<file path="src/rtl/dac_wave_gen.sv">
// dac_wave_gen: sample source for the DAC write sequencer.
// Generates sawtooth / triangle / square / DC codes at a programmable
// period and offers each code on a valid/ready handshake.
// Optional feature macro: WAVE_TRIANGLE_EN (triangle mode with a direction
// register and clamping). Without it, shape 01 behaves as saw.
module dac_wave_gen #(
    parameter int DIV_W    = 16,
    parameter int STEP_MAX = 16
) (
    input  logic             clk,
    input  logic             rst,
    input  logic             run,
    input  logic [1:0]       shape_sel,
    input  logic [DIV_W-1:0] period,
    input  logic [7:0]       dc_code,
    input  logic             step_up,
    input  logic             step_dn,
    input  logic             sample_ready,
    output logic             sample_valid,
    output logic [7:0]       sample_data,
    output logic [4:0]       step_out
);

    typedef enum logic [1:0] {
        IDLE  = 2'd0,
        COUNT = 2'd1,
        OFFER = 2'd2
    } state_t;

    localparam logic [4:0] STEP_MAX_C = 5'(STEP_MAX);

    state_t           state_r;
    state_t           state_s;
    logic [DIV_W-1:0] cnt_r;
    logic [7:0]       acc_r;
    logic [7:0]       acc_s;
    logic [7:0]       code_s;
    logic [1:0]       shape_q_r;
    logic [4:0]       step_r;
    logic             compute_s;
    logic             handshake_s;
    logic [7:0]       sample_data_r;
    logic             sample_valid_r;

`ifdef WAVE_TRIANGLE_EN
    localparam logic DIR_UP = 1'b0;
    localparam logic DIR_DN = 1'b1;
    logic       dir_r;
    logic       dir_s;
    logic [8:0] sum_s;
    logic [8:0] step9_s;
    assign step9_s = {4'b0000, step_r};
    assign sum_s   = {1'b0, acc_r} + step9_s;
`else
    logic [7:0] sum_s;
    assign sum_s = acc_r + {3'b000, step_r};
`endif

    assign sample_valid = sample_valid_r;
    assign sample_data  = sample_data_r;
    assign step_out     = step_r;

    // State register of the sample sequencer.
    always_ff @(posedge clk) begin
        if (!rst) begin
            state_r <= IDLE;
        end else begin
            state_r <= state_s;
        end
    end

    // Next-state logic plus compute and handshake strobes.
    always_comb begin
        state_s     = state_r;
        compute_s   = 1'b0;
        handshake_s = 1'b0;
        case (state_r)
            IDLE: begin
                if (run) begin
                    state_s = COUNT;
                end else begin
                    state_s = IDLE;
                end
            end
            COUNT: begin
                if (!run) begin
                    state_s = IDLE;
                end else if (cnt_r == period) begin
                    compute_s = 1'b1;
                    state_s   = OFFER;
                end else begin
                    state_s = COUNT;
                end
            end
            OFFER: begin
                // valid is always 1 here, so ready alone completes the handshake
                if (sample_ready) begin
                    handshake_s = 1'b1;
                    state_s     = run ? COUNT : IDLE;
                end else begin
                    state_s = OFFER;
                end
            end
            default: begin
                state_s = IDLE;
            end
        endcase
    end

    // Next accumulator value and output code for the sample being computed.
    always_comb begin
        acc_s  = acc_r;
        code_s = acc_r;
`ifdef WAVE_TRIANGLE_EN
        dir_s  = dir_r;
`endif
        if (shape_sel != shape_q_r) begin
            // shape change restarts the waveform from mid-scale, heading up
            acc_s = 8'h80;
`ifdef WAVE_TRIANGLE_EN
            dir_s = DIR_UP;
`endif
            case (shape_sel)
                2'b10:   code_s = 8'hFF;
                2'b11:   code_s = dc_code;
                default: code_s = 8'h80;
            endcase
        end else begin
            case (shape_sel)
                2'b00: begin
                    acc_s  = sum_s[7:0];
                    code_s = sum_s[7:0];
                end
                2'b01: begin
`ifdef WAVE_TRIANGLE_EN
                    if (dir_r == DIR_UP) begin
                        if (sum_s >= 9'd255) begin
                            acc_s = 8'hFF;
                            dir_s = DIR_DN;
                        end else begin
                            acc_s = sum_s[7:0];
                        end
                    end else begin
                        if ({1'b0, acc_r} <= step9_s) begin
                            acc_s = 8'h00;
                            dir_s = DIR_UP;
                        end else begin
                            acc_s = acc_r - {3'b000, step_r};
                        end
                    end
                    code_s = acc_s;
`else
                    acc_s  = sum_s[7:0];
                    code_s = sum_s[7:0];
`endif
                end
                2'b10: begin
                    acc_s  = sum_s[7:0];
                    code_s = sum_s[7] ? 8'hFF : 8'h00;
                end
                2'b11: begin
                    code_s = dc_code;
                end
                default: begin
                    code_s = acc_r;
                end
            endcase
        end
    end

    // Period counter, waveform state and the offered sample registers.
    always_ff @(posedge clk) begin
        if (!rst) begin
            cnt_r          <= {DIV_W{1'b0}};
            acc_r          <= 8'h80;
            shape_q_r      <= 2'b00;
            sample_valid_r <= 1'b0;
            sample_data_r  <= 8'h80;
`ifdef WAVE_TRIANGLE_EN
            dir_r          <= DIR_UP;
`endif
        end else begin
            // counter restarts from zero whenever COUNT is (re)entered
            if (state_r == COUNT) begin
                cnt_r <= cnt_r + DIV_W'(1);
            end else begin
                cnt_r <= {DIV_W{1'b0}};
            end
            if (compute_s) begin
                acc_r          <= acc_s;
                shape_q_r      <= shape_sel;
                sample_data_r  <= code_s;
                sample_valid_r <= 1'b1;
`ifdef WAVE_TRIANGLE_EN
                dir_r          <= dir_s;
`endif
            end else if (handshake_s) begin
                sample_valid_r <= 1'b0;
            end else begin
                sample_valid_r <= sample_valid_r;
            end
        end
    end

    // Step size: saturating up/down, simultaneous pulses cancel.
    always_ff @(posedge clk) begin
        if (!rst) begin
            step_r <= 5'd1;
        end else if (step_up && !step_dn) begin
            if (step_r < STEP_MAX_C) begin
                step_r <= step_r + 5'd1;
            end else begin
                step_r <= step_r;
            end
        end else if (step_dn && !step_up) begin
            if (step_r > 5'd1) begin
                step_r <= step_r - 5'd1;
            end else begin
                step_r <= step_r;
            end
        end else begin
            step_r <= step_r;
        end
    end

endmodule
</file>
<file path="config.mk">
export PLATFORM = sky130hd
export DESIGN_NAME = dac_wave_gen
export DESIGN_NICKNAME = d
export VERILOG_FILES = /design/src/rtl/dac_wave_gen.sv
export SDC_FILE = /design/constraint.sdc
export NUM_CORES = 1
export LEC_CHECK = 0
export CAP_MARGIN = 20
export CORE_UTILIZATION = 32
export DETAILED_ROUTE_END_ITERATION = 12
export DONT_BUFFER_PORTS = 1
export GPL_ROUTABILITY_DRIVEN = 1
export PLACE_DENSITY = 0.51
export SLEW_MARGIN = 20
export SYNTH_ARGS = -nofsm -noshare
export SYNTH_HDL_FRONTEND = slang
export SYNTH_SLANG_ARGS = --single-unit
</file>
<file path="constraint.sdc">
create_clock -name clk -period 1.72 [get_ports clk]
set_input_delay 0.172 -clock clk [delete_from_list [all_inputs] [get_ports clk]]
set_output_delay 0.172 -clock clk [all_outputs]
set_load 0.02 [all_outputs]
</file>
==> out/results.ini <==
[outcome]
outcome = complete, but fails checks
failed_checks = negative hold slack, negative setup slack

[timing]
period_needed_ps = 1840
fmax_mhz = 543.5
timing.final.crit_share = 1.070
finalMaxSlewViolations = 0
setup-violations-final = 13
max-slew-margin-rel = 0.6464
tightest_slew_ps = 529.2
rsz0062_at_grt = true
hold_violations = 6
finalWorstSetupSlack_ps = -119.9
skew_ps = 11.95
whs_ps = -68.44

[synth]
yosysSeqAreaShare = 0.3505
ys_async_sr_fraction = 0
ys_types = 45
yosys-mux-area-fraction = 0.01252
netlist_area_sq_um = 2399
synth.most_common_cell = dfxtp_1
syn_nets = 323
ys_warn_count = 0
synthFlopType = dfxtp_1
synth-compound-area-share = 0.1779
netlist_instances = 280
synth_fa_ha_area_frac = 0.06051
synth_xor_area_frac = 0.1492
synthTopCellsByArea = dfxtp_1, xnor2_1, a21oi_1
synth_edf_count = 0
yosys.area_share.simple = 0.2081
yosys.area.top_type_share = 0.3505
yosysTopAreaCell = dfxtp_1
syn_avg_cell_area_sq_um = 8.566
synth_top_family_by_area = simple AND/OR/NAND/NOR gates
ys_ff_latch = 42
synth_common_cells = dfxtp_1, nand2_1, a21oi_1

[setup_path]
cp_common_cell = a21oi_1
r2r_cells = 8
worstPathRequired_ps = 1980
cp_num_buf_inv = 0
criticalPathCategory = reg -> reg
critPathTopFamily = compound AO/OA/AOI/OAI gates
crit_slowest_cell = fa_2
crit_arrival_ps = 2100
cp-start-kind = register
cp-end-kind = register
crit_chain = ha_4 > fa_2 > a21oi_2 > o21bai_1 > xor2_1 > a21oi_1 > a21oi_1 > o221a_1
crit_fanout = 2
reg2reg_slack_ps = -120
max_stage_delay_ps = 370
reg2reg_from = step_out[0]
r2r_end = sample_data[4]

[route]
drt-met1-wl_um = 2692
dr_wl_met3_um = 285
top_layer = met4
wl_met2_um = 2679
via_count = 2091
drc = 0
routed_via_density = 4.990
drtPass1Iterations = 4
drt-total-wl_um = 5738
antenna_left = 0
drt_iter0_markers = 50
wl_per_cell_um = 13.69

[floorplan]
die-area_sq_um = 7846
row_count = 31
ioPinCount = 46
die_w_um = 88.58
core_area_sq_um = 7253
die_h_um = 88.58
start_util = 0.3307

[hold_path]
hp-start = rst
hold_class = in -> reg
min_to = step_out[0]
hold_path_depth = 1

[placement]
port_buffers = 0
place_congestion = 0.7752
dp_cells = 405
placed_cell_area_sq_um = 2801
dp.final_hpwl_um = 4200

[power]
total_power_uw = 2161
power.density_nw_per_um2 = 705.2
ir_worst_vdd_mv = 0.2709
leakage_uw = 0.001173

[finish]
nNetsFinal = 362
final_layout_size_suffix_gt1_frac = 0.2938
stdcell_count = 419
area_growth_pct = 27.75
final_cell_area_sq_um = 3064
antenna-diode-count = 0
fillCellCount = 747

[global_route]
grt_pass1_wl_um = 9059
grt_pass1_vias = 1968
grt_overflow_total = 0
grt_max_degree = 37
grt.total_usage = 0.1502
antenna_found_initial = 0

[cts]
clk_latency_ps = 310
clock_path_buffers = 2
cts_root_buf = clkbuf_8
cts_tree = built
clkTransAtPathRegs_ps = 90
clock-sinks = 42
htreeDepth = 2
cts_made_buffers = 5

[run]
max-cap-violations = 0

worst max path at each step:
stage           startpoint              to  slack [ps]  cells past startpoint
4_1_cts        step_out[0]  sample_data[4]        -160                      8
2_1_floorplan  step_out[3]  sample_data[4]         -30                      7
3_3_place_gp   step_out[0]  sample_data[4]        -160                      8
5_1_grt        step_out[0]  sample_data[4]        -220                      8
3_5_place_dp     cnt_r[13]  sample_data[4]        -170                      6
6_report       step_out[0]  sample_data[4]        -120                      8
logic make-up after synthesis:
family                   after synthesis
AND/OR/NAND/NOR                      100
AO/OA/AOI/OAI                         64
flip-flops                            42
XOR/XNOR                              40
buffers and inverters                 20
adder cells (fa/ha/maj)               11
multiplexers                           3
cell usage in the layout (no fill, tap or decap), drive strengths merged, types with 5 or more instances in the layout:
| cell | count |
|---|---|
| nand4 | 8 |
| nor2b | 5 |
| o21ai | 6 |
| xnor2 | 24 |
| nor2 | 17 |
| o221a | 7 |
| clkbuf | 6 |
| nor3 | 5 |
| xor2 | 16 |
| dfxtp | 42 |
| a21oi | 28 |
| buf | 47 |
| inv | 5 |
| nand2 | 31 |
| nand3 | 12 |
| ha | 10 |
| o22ai | 8 |
through the flow:
stage,setup TNS [ps],worst slack [ps],utilization
CTS,-1531,-163.0,0.4071
floorplan,-128.6,-33.71,-
global placement,-1655,-164.4,0.3862
finish,-899.2,-119.9,0.4225
detailed placement,-1939,-171.8,0.3862
global route,-2766,-216.9,0.4225
state kept, by name, summed over array words and instances (netlist names):
signal,cells
sample_data,8
shape_q_r,2
step_out,5
sample_valid,1
acc_r,8
cnt_r,16
state_r,2
layer usage:
layer	up-vias	GRT usage
met5	-	0
met2	38	0.2517
met3	8	0.03731
met4	0	0.05572
met1	981	0.1863
li1	1064	-
area by class of cell:
class,count,area (sq um),area share
inverters,5,18.77,0.006125
flip-flops and latches,42,863.3,0.2817
repair buffers,47,365.4,0.1192
well taps,99,123.9,0.04042
clock inverters,2,10.01,0.003267
clock buffers,6,93.84,0.03062
multi-input cells,218,1589,0.5186
what timing repair did:
action | in CTS | in global routing
setup buffers | 3 | 2
pin swaps | 5 | 15
endpoints found under the setup margin | 19 | 27
resized for setup | 9 | 24
cloned | 1 | 0
hold endpoints to repair | 15 | 12
report_power, final:
group | total [uW] | internal [uW] | switching [uW]
sequential | 1020 | 1000 | 21.3
combinational | 401 | 183 | 218
clock | 737 | 369 | 368
No activity file was read; power rests on OpenSTA's default activity.
